## src/rtl/spram_pcm_player.sv

```systemverilog
// SPRAM PCM player: fetches 8-bit samples from the SPRAM low byte and renders them as PWM.
// Define SPRAM_PCM_PLAYER_LOOP_EN to loop forever instead of stopping after DEPTH samples.
module spram_pcm_player #(
  parameter int unsigned DEPTH    = 8192,
  parameter int unsigned PRESCALE = 1
) (
  input  logic        clk_i,
  input  logic        rst_i,
  input  logic        ram_ready_i,
  output logic [13:0] address_o,
  input  logic [15:0] dataout_i,
  output logic        pwm_out_o,
  output logic        pw_end_o,
  output logic        playing_o,
  output logic        done_o
);
  localparam logic [13:0]     LastAddr = 14'(DEPTH - 1);
  localparam int unsigned     PreW     = (PRESCALE > 1) ? $clog2(PRESCALE) : 1;
  localparam logic [PreW-1:0] PreMax   = PreW'(PRESCALE - 1);

  typedef enum logic [2:0] {StIdle, StFetch, StLatch, StPlay, StStop} state_e;

  state_e          state_q, state_d;
  logic [13:0]     addr_q, addr_d, addr_inc;
  logic [7:0]      pcnt_q, pcnt_d, cur_q, cur_d, nxt_q, nxt_d;
  logic [PreW-1:0] pre_q, pre_d;
  logic            nxt_ok_q, nxt_ok_d, second_q, second_d, pf_q, pf_d, pwm_q, pwm_d;
  logic            tick, period_end, cap_nxt, load_cur, last_play;
  logic            unused_data_hi;

  assign unused_data_hi = ^dataout_i[15:8];
  assign addr_inc   = (addr_q == LastAddr) ? 14'd0 : addr_q + 14'd1;
  assign tick       = (pre_q == PreMax);
  assign period_end = (state_q == StPlay) && tick && (pcnt_q == 8'hFF);

  always_ff @(posedge clk_i) begin
    if (rst_i) begin
      state_q  <= StIdle;
      addr_q   <= '0;
      pcnt_q   <= '0;
      pre_q    <= '0;
      cur_q    <= '0;
      nxt_q    <= '0;
      nxt_ok_q <= 1'b0;
      second_q <= 1'b0;
      pf_q     <= 1'b0;
      pwm_q    <= 1'b0;
    end else begin
      state_q  <= state_d;
      addr_q   <= addr_d;
      pcnt_q   <= pcnt_d;
      pre_q    <= pre_d;
      cur_q    <= cur_d;
      nxt_q    <= nxt_d;
      nxt_ok_q <= nxt_ok_d;
      second_q <= second_d;
      pf_q     <= pf_d;
      pwm_q    <= pwm_d;
    end
  end

  always_comb begin
    state_d  = state_q;
    addr_d   = addr_q;
    pcnt_d   = pcnt_q;
    pre_d    = pre_q;
    cur_d    = cur_q;
    nxt_d    = nxt_q;
    nxt_ok_d = nxt_ok_q;
    second_d = second_q;
    pf_d     = pf_q;
    pwm_d    = 1'b0;
    cap_nxt  = 1'b0;
    load_cur = 1'b0;
    unique case (state_q)
      StIdle: begin
        if (ram_ready_i) state_d = StFetch;
      end
      StFetch: state_d = StLatch;
      StLatch: begin
        addr_d = addr_inc;
        if (!second_q) begin
          cur_d    = dataout_i[7:0];
          second_d = 1'b1;
          state_d  = StFetch;
        end else begin
          nxt_d    = dataout_i[7:0];
          nxt_ok_d = 1'b1;
          cap_nxt  = 1'b1;
          state_d  = StPlay;
        end
      end
      StPlay: begin
        pwm_d = (pcnt_q < cur_q);
        pre_d = tick ? '0 : pre_q + PreW'(1);
        if (tick) pcnt_d = pcnt_q + 8'd1;
        // Background prefetch: pf_q marks the cycle the SPRAM samples address, capture follows.
        if (pf_q) begin
          pf_d = 1'b0;
        end else if (!nxt_ok_q) begin
          nxt_d    = dataout_i[7:0];
          nxt_ok_d = 1'b1;
          addr_d   = addr_inc;
          cap_nxt  = 1'b1;
        end
        if (period_end) begin
          if (last_play) begin
            state_d = StStop;
            pwm_d   = 1'b0;
          end else begin
            cur_d    = nxt_q;
            nxt_ok_d = 1'b0;
            pf_d     = 1'b1;
            load_cur = 1'b1;
          end
        end
      end
      StStop: ;
      default: state_d = StIdle;
    endcase
    // Losing the read port abandons playback from any active state.
    if (!ram_ready_i && state_q != StIdle) begin
      state_d  = StIdle;
      pwm_d    = 1'b0;
      addr_d   = '0;
      nxt_ok_d = 1'b0;
      pcnt_d   = '0;
      pre_d    = '0;
      pf_d     = 1'b0;
      second_d = 1'b0;
      cap_nxt  = 1'b0;
      load_cur = 1'b0;
    end
  end

`ifdef SPRAM_PCM_PLAYER_LOOP_EN
  logic unused_strobes;
  assign unused_strobes = cap_nxt ^ load_cur;
  assign last_play      = 1'b0;
  assign done_o         = 1'b0;
`else
  // Tag the sample fetched from DEPTH-1 so the period playing it is the last one.
  logic cur_last_q, nxt_last_q;
  always_ff @(posedge clk_i) begin
    if (rst_i || state_q == StIdle) begin
      cur_last_q <= 1'b0;
      nxt_last_q <= 1'b0;
    end else begin
      if (cap_nxt) nxt_last_q <= (addr_q == LastAddr);
      if (load_cur) cur_last_q <= nxt_last_q;
    end
  end
  assign last_play = cur_last_q;
  assign done_o    = (state_q == StStop);
`endif

  assign address_o = addr_q;
  assign pwm_out_o = pwm_q;
  assign playing_o = (state_q == StPlay);
  assign pw_end_o  = period_end && ram_ready_i && !rst_i;
endmodule

```

## config.mk

```make
export PLATFORM = sky130hd
export DESIGN_NAME = spram_pcm_player
export DESIGN_NICKNAME = d
export VERILOG_FILES = /design/src/rtl/spram_pcm_player.sv
export SDC_FILE = /design/constraint.sdc
export NUM_CORES = 1
export LEC_CHECK = 0
export CAP_MARGIN = 20
export CORE_UTILIZATION = 24
export CTS_CLUSTER_DIAMETER = 50
export DETAILED_ROUTE_END_ITERATION = 10
export PLACE_DENSITY = 0.49
export SLEW_MARGIN = 25
export SYNTH_ARGS = -nofsm -noshare
export SYNTH_HDL_FRONTEND = slang
export SYNTH_SLANG_ARGS = --single-unit
```

## constraint.sdc

```tcl
create_clock -name clk_i -period 1.85 [get_ports clk_i]
set_input_delay 0.4625 -clock clk_i [delete_from_list [all_inputs] [get_ports clk_i]]
set_output_delay 0.4625 -clock clk_i [all_outputs]
set_load 0.005 [all_outputs]
```

-- Yosys cells after proc, flatten, opt, wreduce, memory -nomap -nowiden
Cells that the tools add are included.
- output and inout bits: 18
- bits in registers: 48
- magnitude comparators: 1
- reductions and logical operators: 19
- equal/unequal tests: 14
- multiplexer cells: 34
- bitwise operators: 3
- add/sub/neg operators: 3
- operators with widths (operator ; count):
    2-to-1 mux 8 bit ; 6
    2-to-1 mux 14 bit ; 3
    case mux 8 bit (2 select lines) ; 2
    case mux 14 bit (2 select lines) ; 1
    2-to-1 mux 1 bit ; 15
    case mux 3 bit (5 select lines) ; 1
    adder 14 x 1 -> 14 bit, second input constant ; 1
    equality test 14 x 13 -> 1 bit, second input constant ; 1
    != test 2 bit, second input constant ; 6
    AND reduction 4 bit ; 3
    2-to-1 mux 3 bit ; 3
    adder 8 x 1 -> 8 bit, second input constant ; 1
    equality test 8 bit, second input constant ; 1
    less-than comparator 8 bit ; 1
    equality test 3 x 2 -> 1 bit, second input constant ; 2
    logical AND 1 bit ; 5
    != test 2 x 1 -> 1 bit, second input constant ; 2
    case mux 1 bit (2 select lines) ; 2
    AND reduction 2 bit ; 2
    equality test 3 x 1 -> 1 bit, second input constant ; 1
    equality test 3 bit, second input constant ; 1
    logical NOT 3 bit ; 1
    inverter 1 bit ; 3
    AND reduction 3 bit ; 1
    other kinds (8) ; 9

-- Depth between registers and ports, before layout
Gate-level depths: netlist of the first run.
- word-level depth: 6
- depth in mapped cells: 7

-- Least setup slack after synthesis of the first run
OpenSTA, ideal clock, no wires.
- kind: register to register
- start point: register pcnt_q[0]
- end point: register cur_q[0]
- library setup time: 119 ps
- required time: 1731 ps
- arrival: 1619 ps
- setup slack: 112 ps
- path buffers: 1
- cell stages (with the launch flop): 6
- cell sequence: dfxtp_1 -> ha_1 -> nand4b_4 -> or4_4 -> buf_2 -> o221a_1
- cells in the longest elaborated chain, start to end: 4
- ends and longest elaborated chain (item ; RTL line ; text):
    start: declaration ; 25 ; logic [7:0] pcnt_q, pcnt_d, cur_q, cur_d, nxt_q, nxt_d;
    start signal: assignment ; 51 ; pcnt_q <= pcnt_d;
    equality test 8 bit ; 34 ; assign period_end = (state_q == StPlay) && tick && (pcnt_q == 8'hFF);
    logical AND 1 bit ; 34 ;
    != test 2 x 1 -> 1 bit (no line) ; -- ;
    AND reduction 4 bit (no line) ; -- ;
    end signal: assignment ; 53 ; cur_q <= cur_d;
    end: declaration ; 25 ;
Every way passes these cells.
A chain may end at the register's enable or synchronous reset.

-- Final worst setup path of the first run
- start point: register pcnt_q[0]
- end point: output pw_end_o
- cells in the longest elaborated chain, start to end: 4
- ends and longest elaborated chain (item ; RTL line ; text):
    equality test 8 bit ; 34 ;
    logical AND 1 bit ; 34 ;
    logical AND 1 bit (2 in series) ; 160 ; assign pw_end_o = period_end && ram_ready_i && !rst_i;
    end: declaration ; 13 ; output logic pw_end_o,
Every way passes these cells.

==> reports/summary.txt, run 1 <==
Synth Register Bits: 47
grt ovf: 0
CP arrival: 1.42 ns
cts bufs inserted: 5
slew margin rel.: 72.2%
core region area: 9240 um2
PD cells: 592 nW/um2
Layout Nets: 348
vias in the first global route: 1,917
met3 usage: 3.16%
Die Area: 9910 um2
worst-path maximum fanout: 2
area leader, netlist: dfxtp_1
DR iter-0 viols: 57
period utilization: 102%
clk_skew: 0.00697 ns
Detail Route Antenna Nets: 0
sink of the worst hold path: nxt_last_q
Worst Hold Class: reg2reg
main combinational cell family by area after synthesis: simple AND/OR/NAND/NOR gates
most frequent cell after synthesis: dfxtp_1
Synth Area in Compound Gates: 13.5%
leakage: 1.25 nW
WHS Path Cells: 2
via-per-instance ratio: 4.53
Register Area: 952 um2
Sink Count: 47
Vias: 2,036
final worst setup slack: -0.0322 ns
status: finished with violations
fin crit period: 1.88 ns
post-route cell area: 3100 um2
Avg Cell Area, Syn: 8.85 um2
Netlist Area Pre-Place: 2280 um2
drt drc: 0
violated checks: setup timing
Yosys cell types: 45
post-synthesis xor/xnor area fraction: 4.99%
Mapped Nets: 286
Final Core Density: 33.5%
H-tree Lvls: 2
CTS root buffer: clkbuf_8
die width: 99.5 um
initial antenna violation count: 0
average wire per standard cell: 12.3 um
GRT busiest layer: met2
Total GRT Usage: 11.9%
hold buffers post-CTS: 0
GR Util met2: 20.8%
DRT Pass-1 Iters: 4
ant diodes: 0
final setup fails: 1
final WL: 5530 um
Reg clk slew, reported paths: 0.09 ns
crit path launch type: flip-flop
GRT met1 Usage: 14.8%
Die Ht: 99.5 um
maximum vdd drop: 0.000311 V
Async SR Flop Fraction: 0%
Post-synth EDFFs: 0
Final Hold Viols: 0
P&R area growth vs syn: 35.7%
RSZ-0062 raised after global routing: true
reg2reg end: cur_q[6]
max frequency: 531 MHz
Seq/Total Area, Yosys: 41.2%
largest net degree at the start of global routing: 20
hpwl dp: 4070 um
reg2reg path depth: 5
Worst Min Path Start: nxt_last_q
Ports: 37
synthesis warning total: 0
top cells by area, synth: dfxtp_1, nor2_1, ha_1, mux2i_1, o221a_1
Slew Limit Fails: 0
critical path class: reg2out
Initial Utilization: 24.7%
top cells by count, synth: dfxtp_1, nor2_1, inv_1
clk buf depth: 2
row count: 35
Top FF cell, synth: dfxtp_1
Simple-Gate Fraction of Synth Area: 26.5%
Setup WS pre-CTS: -0.291 ns
number of fill cells: 983
Slew @ Worst Pin: 0.416 ns
crit end category: primary output
DP Area: 2960 um2
top cell type's share of synthesized area: 41.2%
Adder-Cell Fraction of Synth Area: 4.93%
synthesized netlist cell count: 258
multiplexer area fraction after synthesis: 4.38%
Worst Path Required: 1.39 ns
r2r setup slk: 0.12 ns
CTS tree: built
Reg-to-Reg Start: pcnt_q[5]
max-cap violations: 0
I/O Buffers: 28
Skew-Pair Late Insertion Delay: 0.30 ns
Multi-input gate area: 1270 um2
first-pass GRT wire length: 9270 um
layout cell share with drive strength beyond 1: 21.6%
final estimated routing congestion in global placement: 0.762
[placed cells by master, fill, tap and decap left out, types with 8 or more instances in the layout]
master           instances
nand3_1                  8
xor2_1                   8
clkdlybuf4s50_1         25
nand2_1                 13
o221a_1                  8
dfxtp_1                 38
inv_1                   13
ha_1                     8
a21oi_1                 13
nor2_1                  43
mux2i_1                 10
o21ai_0                  9
buf_4                   34
dfxtp_2                  9
[metrics by stage]
stage	power [W]	hold slack, ns	cells	setup TNS [ns]
floorplan	0.00113	0.453	258	0
global placement	0.00121	0.461	441	-0.698
detailed placement	0.00121	0.478	441	-1.17
CTS	0.00186	0.490	449	-0.0996
global route	0.00192	0.529	449	-0.111
finish	0.00184	0.485	449	-0.0322
[routing by layer]
layer | wire [um] | share of wire [%] | up-vias
met5 | 0 | 0 | -
met4 | 17 | 0.31 | 0
met3 | 176 | 3.2 | 2
met2 | 2670 | 48 | 33
met1 | 2660 | 48 | 967
li1 | - | - | 1034
[power breakdown]
part | switching (W) | internal, W
combinational | 0.0000774 | 0.0000776
clock | 0.000353 | 0.000294
sequential | 0.00000924 | 0.00102
[sequential cells by signal, summed over array words and instances (netlist names)]
| signal | flops |
|---|---|
| address_o | 14 |
| cur_last_q | 1 |
| cur_q | 8 |
| nxt_last_q | 1 |
| nxt_ok_q | 1 |
| nxt_q | 8 |
| pcnt_q | 8 |
| pf_q | 1 |
| pwm_out_o | 1 |
| second_q | 1 |
| state_q | 3 |
[cells by family (layout without fill, tap and decap cells)]
logic type,after synthesis,in the layout
AO/OA/AOI/OAI,43,43
XOR/XNOR,13,13
buffers and inverters,24,86
AND/OR/NAND/NOR,112,112
adder cells (fa/ha/maj),9,9
multiplexers,10,10
flip-flops,47,47
[area by class of cell]
class                   instances  area share [%]
multi-input cells             187            41.1
clock inverters                 1           0.161
flip-flops and latches         47            30.7
repair buffers                 65            18.4
well taps                     129            5.21
inverters                      14            1.70
clock buffers                   6            2.66
[repair_timing]
item	4_1_cts	5_1_grt
gates cloned	0	0
gates resized for setup	19	6
setup endpoints to repair	11	11
buffers inserted	1	0
pin swaps	3	4
[how the worst max path moves through the flow]
stage | start | endpoint | slack [ns]
3_5_place_dp | pcnt_q[1] | pw_end_o | -0.29
6_report | pcnt_q[0] | pw_end_o | -0.03
4_1_cts | pcnt_q[1] | pw_end_o | -0.1
3_3_place_gp | pcnt_q[0] | pw_end_o | -0.27
2_1_floorplan | pcnt_q[0] | cur_q[0] | 0.11
5_1_grt | pcnt_q[7] | pw_end_o | -0.11
[worst max-delay path, cell delays in order (launching register included)]
cell and delay [ns]:
dfxtp_2 0.36, ha_4 0.15, nand4b_4 0.09, or3_4 0.34, nor2_2 0.07, buf_2 0.11
(Power assumes the default switching activity.)
==> run 2: changes to the inputs <==
--- a/config.mk
+++ b/config.mk
@@ -6,10 +6,10 @@
 export NUM_CORES = 1
 export LEC_CHECK = 0
 export CAP_MARGIN = 20
-export CORE_UTILIZATION = 24
+export CORE_UTILIZATION = 48
 export CTS_CLUSTER_DIAMETER = 50
 export DETAILED_ROUTE_END_ITERATION = 10
-export PLACE_DENSITY = 0.49
+export PLACE_DENSITY = 0.81
 export SLEW_MARGIN = 25
 export SYNTH_ARGS = -nofsm -noshare
 export SYNTH_HDL_FRONTEND = slang
==> run 2 against run 1 <==
  * The run still ends with setup timing left
  * Routed wire length up 0.13%
  * Total power is 6.1% higher
  * Global-route usage up 12 points
  * Sequential share of layout area increased by 0.78 points
  * Worst setup slack got worse by 0.057 ns
  * Core utilization up 34 points
  * Cell area is 3.1% lower
  * Sequential power is essentially flat
  * Clock skew is essentially flat
  * Non-clock buffer count down 3
  * Cell count is 17% lower
  * Via count grew 2.1%
  * Largest cell class unchanged
  * Highest routed layer unchanged
==> reports/summary.txt, run 2 (synthesized netlist as in run 1, its figures left out) <==
status: finished with violations
violated checks: setup timing
critical path class: reg2out
Total GRT Usage: 23.5% (+12 points)
reg2reg path depth: 6 (+1)
via-per-instance ratio: 5.60 (+24%)
CTS tree: built
r2r setup slk: 0.09 ns (-0.03 ns)
GRT busiest layer: met2
clk_skew: 0.00659 ns (-0.000372 ns)
number of fill cells: 350 (-64%)
Slew @ Worst Pin: 0.408 ns (-0.00829 ns)
crit end category: primary output
clk buf depth: 2 (unchanged)
Setup crit end: pw_end_o
layout cell share with drive strength beyond 1: 19.1% (-2.4 points)
leakage: 1.24 nW (-0.53%)
Ports: 37 (unchanged)
row count: 24 (-31%)
vias in the first global route: 1,975 (+3.0%)
PD cells: 648 nW/um2 (+9.5%)
final WL: 5530 um (+0.13%)
final worst setup slack: -0.0889 ns (-0.0567 ns)
final setup fails: 1 (unchanged)
CP arrival: 1.48 ns (+0.06 ns)
hpwl dp: 3860 um (-5.1%)
Skew-Pair Late Insertion Delay: 0.30 ns (about the same)
post-CTS setup buffers: 0 (-1)
hold buffers post-CTS: 0 (unchanged)
Die Area: 5040 um2 (-49%)
reg2reg end: cur_q[6]
final estimated routing congestion in global placement: 0.779 (+2.2%)
Sink Count: 47 (unchanged)
CTS root buffer: clkbuf_8
maximum vdd drop: 0.000590 V (+89%)
H-tree Lvls: 2 (unchanged)
placed instance count: 362 (-18%)
Worst Path Required: 1.39 ns (about the same)
die width: 71.0 um (-29%)
WHS Path Cells: 2 (unchanged)
Reg clk slew, reported paths: 0.09 ns (about the same)
Initial Utilization: 51.0% (+26 points)
Multi-input gate area: 1290 um2 (+1.3%)
grt ovf: 0 (unchanged)
setup TNS: -0.0889 ns (-0.0567 ns)
Reg-to-Reg Start: pcnt_q[0]
core region area: 4470 um2 (-52%)
worst-path maximum fanout: 2 (unchanged)
I/O Buffers: 28 (unchanged)
Die Ht: 71.0 um (-29%)
Detail Route Antenna Nets: 0 (unchanged)
Layout Nets: 346 (-0.57%)
fin crit period: 1.94 ns (+0.0567 ns)
ant diodes: 0 (unchanged)
DR iter-0 viols: 188 (+230%)
Final Hold Viols: 0 (unchanged)
crit path launch type: flip-flop
CP startpoint: pcnt_q[0]
max frequency: 516 MHz (-2.9%)
average wire per standard cell: 14.9 um (+21%)
cts bufs inserted: 5 (unchanged)
drt drc: 0 (unchanged)
Worst Hold Class: reg2reg
period utilization: 105% (+3.1 points)
GRT met1 Usage: 30.7% (+16 points)
GR Util met2: 38.8% (+18 points)
RSZ-0062 raised after global routing: true
DRT Pass-1 Iters: 6 (+2)
slew margin rel.: 72.4% (+0.20 points)
most frequent cells in the layout: nor2_1, dfxtp_1, buf_4
Final Core Density: 67.1% (+34 points)
max-cap violations: 0 (unchanged)
Vias: 2,078 (+2.1%)
P&R area growth vs syn: 31.5%
largest net degree at the start of global routing: 20 (unchanged)
initial antenna violation count: 0 (unchanged)
Largest register FFs: 14 (unchanged)
first-pass GRT wire length: 9280 um (about the same)
commonest non-fill, non-tap cell in the layout: nor2_1
Register Area: 946 um2 (-0.66%)
Non-Filler Instances: 371 (-17%)
met3 usage: 3.99% (+0.83 points)
Slew Limit Fails: 0 (unchanged)
## run 2: cell count changes in the layout (fill, tap and decap cells not counted), sizes merged
| cell | change |
|---|---|
| buf | -3 |
| bufinv | +1 |
| clkbuf | -1 |
| clkinv | +1 |
| or4 | +1 |
## run 2: metrics by stage
| stage | setup WS (ns) | hold WS [ns] | area, um2 | total power (W) |
|---|---|---|---|---|
| global route | -0.171 | 0.524 | 3000 | 0.00202 |
| detailed placement | -0.244 | 0.481 | 2830 | 0.00120 |
| floorplan | 0.112 | 0.453 | 2280 | 0.00113 |
| CTS | -0.0885 | 0.492 | 2980 | 0.00195 |
| finish | -0.0889 | 0.488 | 3000 | 0.00195 |
| global placement | -0.241 | 0.462 | 2830 | 0.00120 |
## run 2: power by group
part | switching [W] | internal [W] | total [W]
clock network | 0.000357 | 0.000403 | 0.000760
registers | 0.00000978 | 0.00102 | 0.00103
logic | 0.0000774 | 0.0000762 | 0.000154
## run 2: how the worst min path moves through the flow
stage	start	to	slack, ns
5_1_grt	address_o[13]	address_o[13]	0.52
2_1_floorplan	nxt_last_q	nxt_last_q	0.45
6_report	nxt_last_q	nxt_last_q	0.49
3_3_place_gp	nxt_last_q	nxt_last_q	0.46
3_5_place_dp	address_o[13]	address_o[13]	0.48
4_1_cts	address_o[13]	address_o[13]	0.49
## run 2: layout make-up
cell class | count | area share, %
multi-input combinational | 188 | 43.0
sequential | 47 | 31.5
timing repair buffer | 62 | 17.8
clock buffer | 5 | 2.29
tap | 52 | 2.17
inverter | 14 | 1.75
clock inverter | 3 | 1.46
## run 2: worst max-delay path, cell delays in order (launching register included)
cell,delay (ns)
dfxtp_2,0.37
ha_4,0.15
nand4b_4,0.09
or3_4,0.37
nor2_1,0.08
buf_2,0.11
## run 2: timing repair
item / in CTS / in global routing
gates resized for setup: 18 / 2
gates cloned: 0 / 1
hold endpoints to repair: 0 / 0
pin swaps: 3 / 2
endpoints found under the setup margin: 11 / 10
## run 2: routing by layer
layer	up-vias	part of all wire, %
li1	1031	-
met1	980	46
met2	56	48
met3	11	4.8
met4	0	1.6
met5	-	0
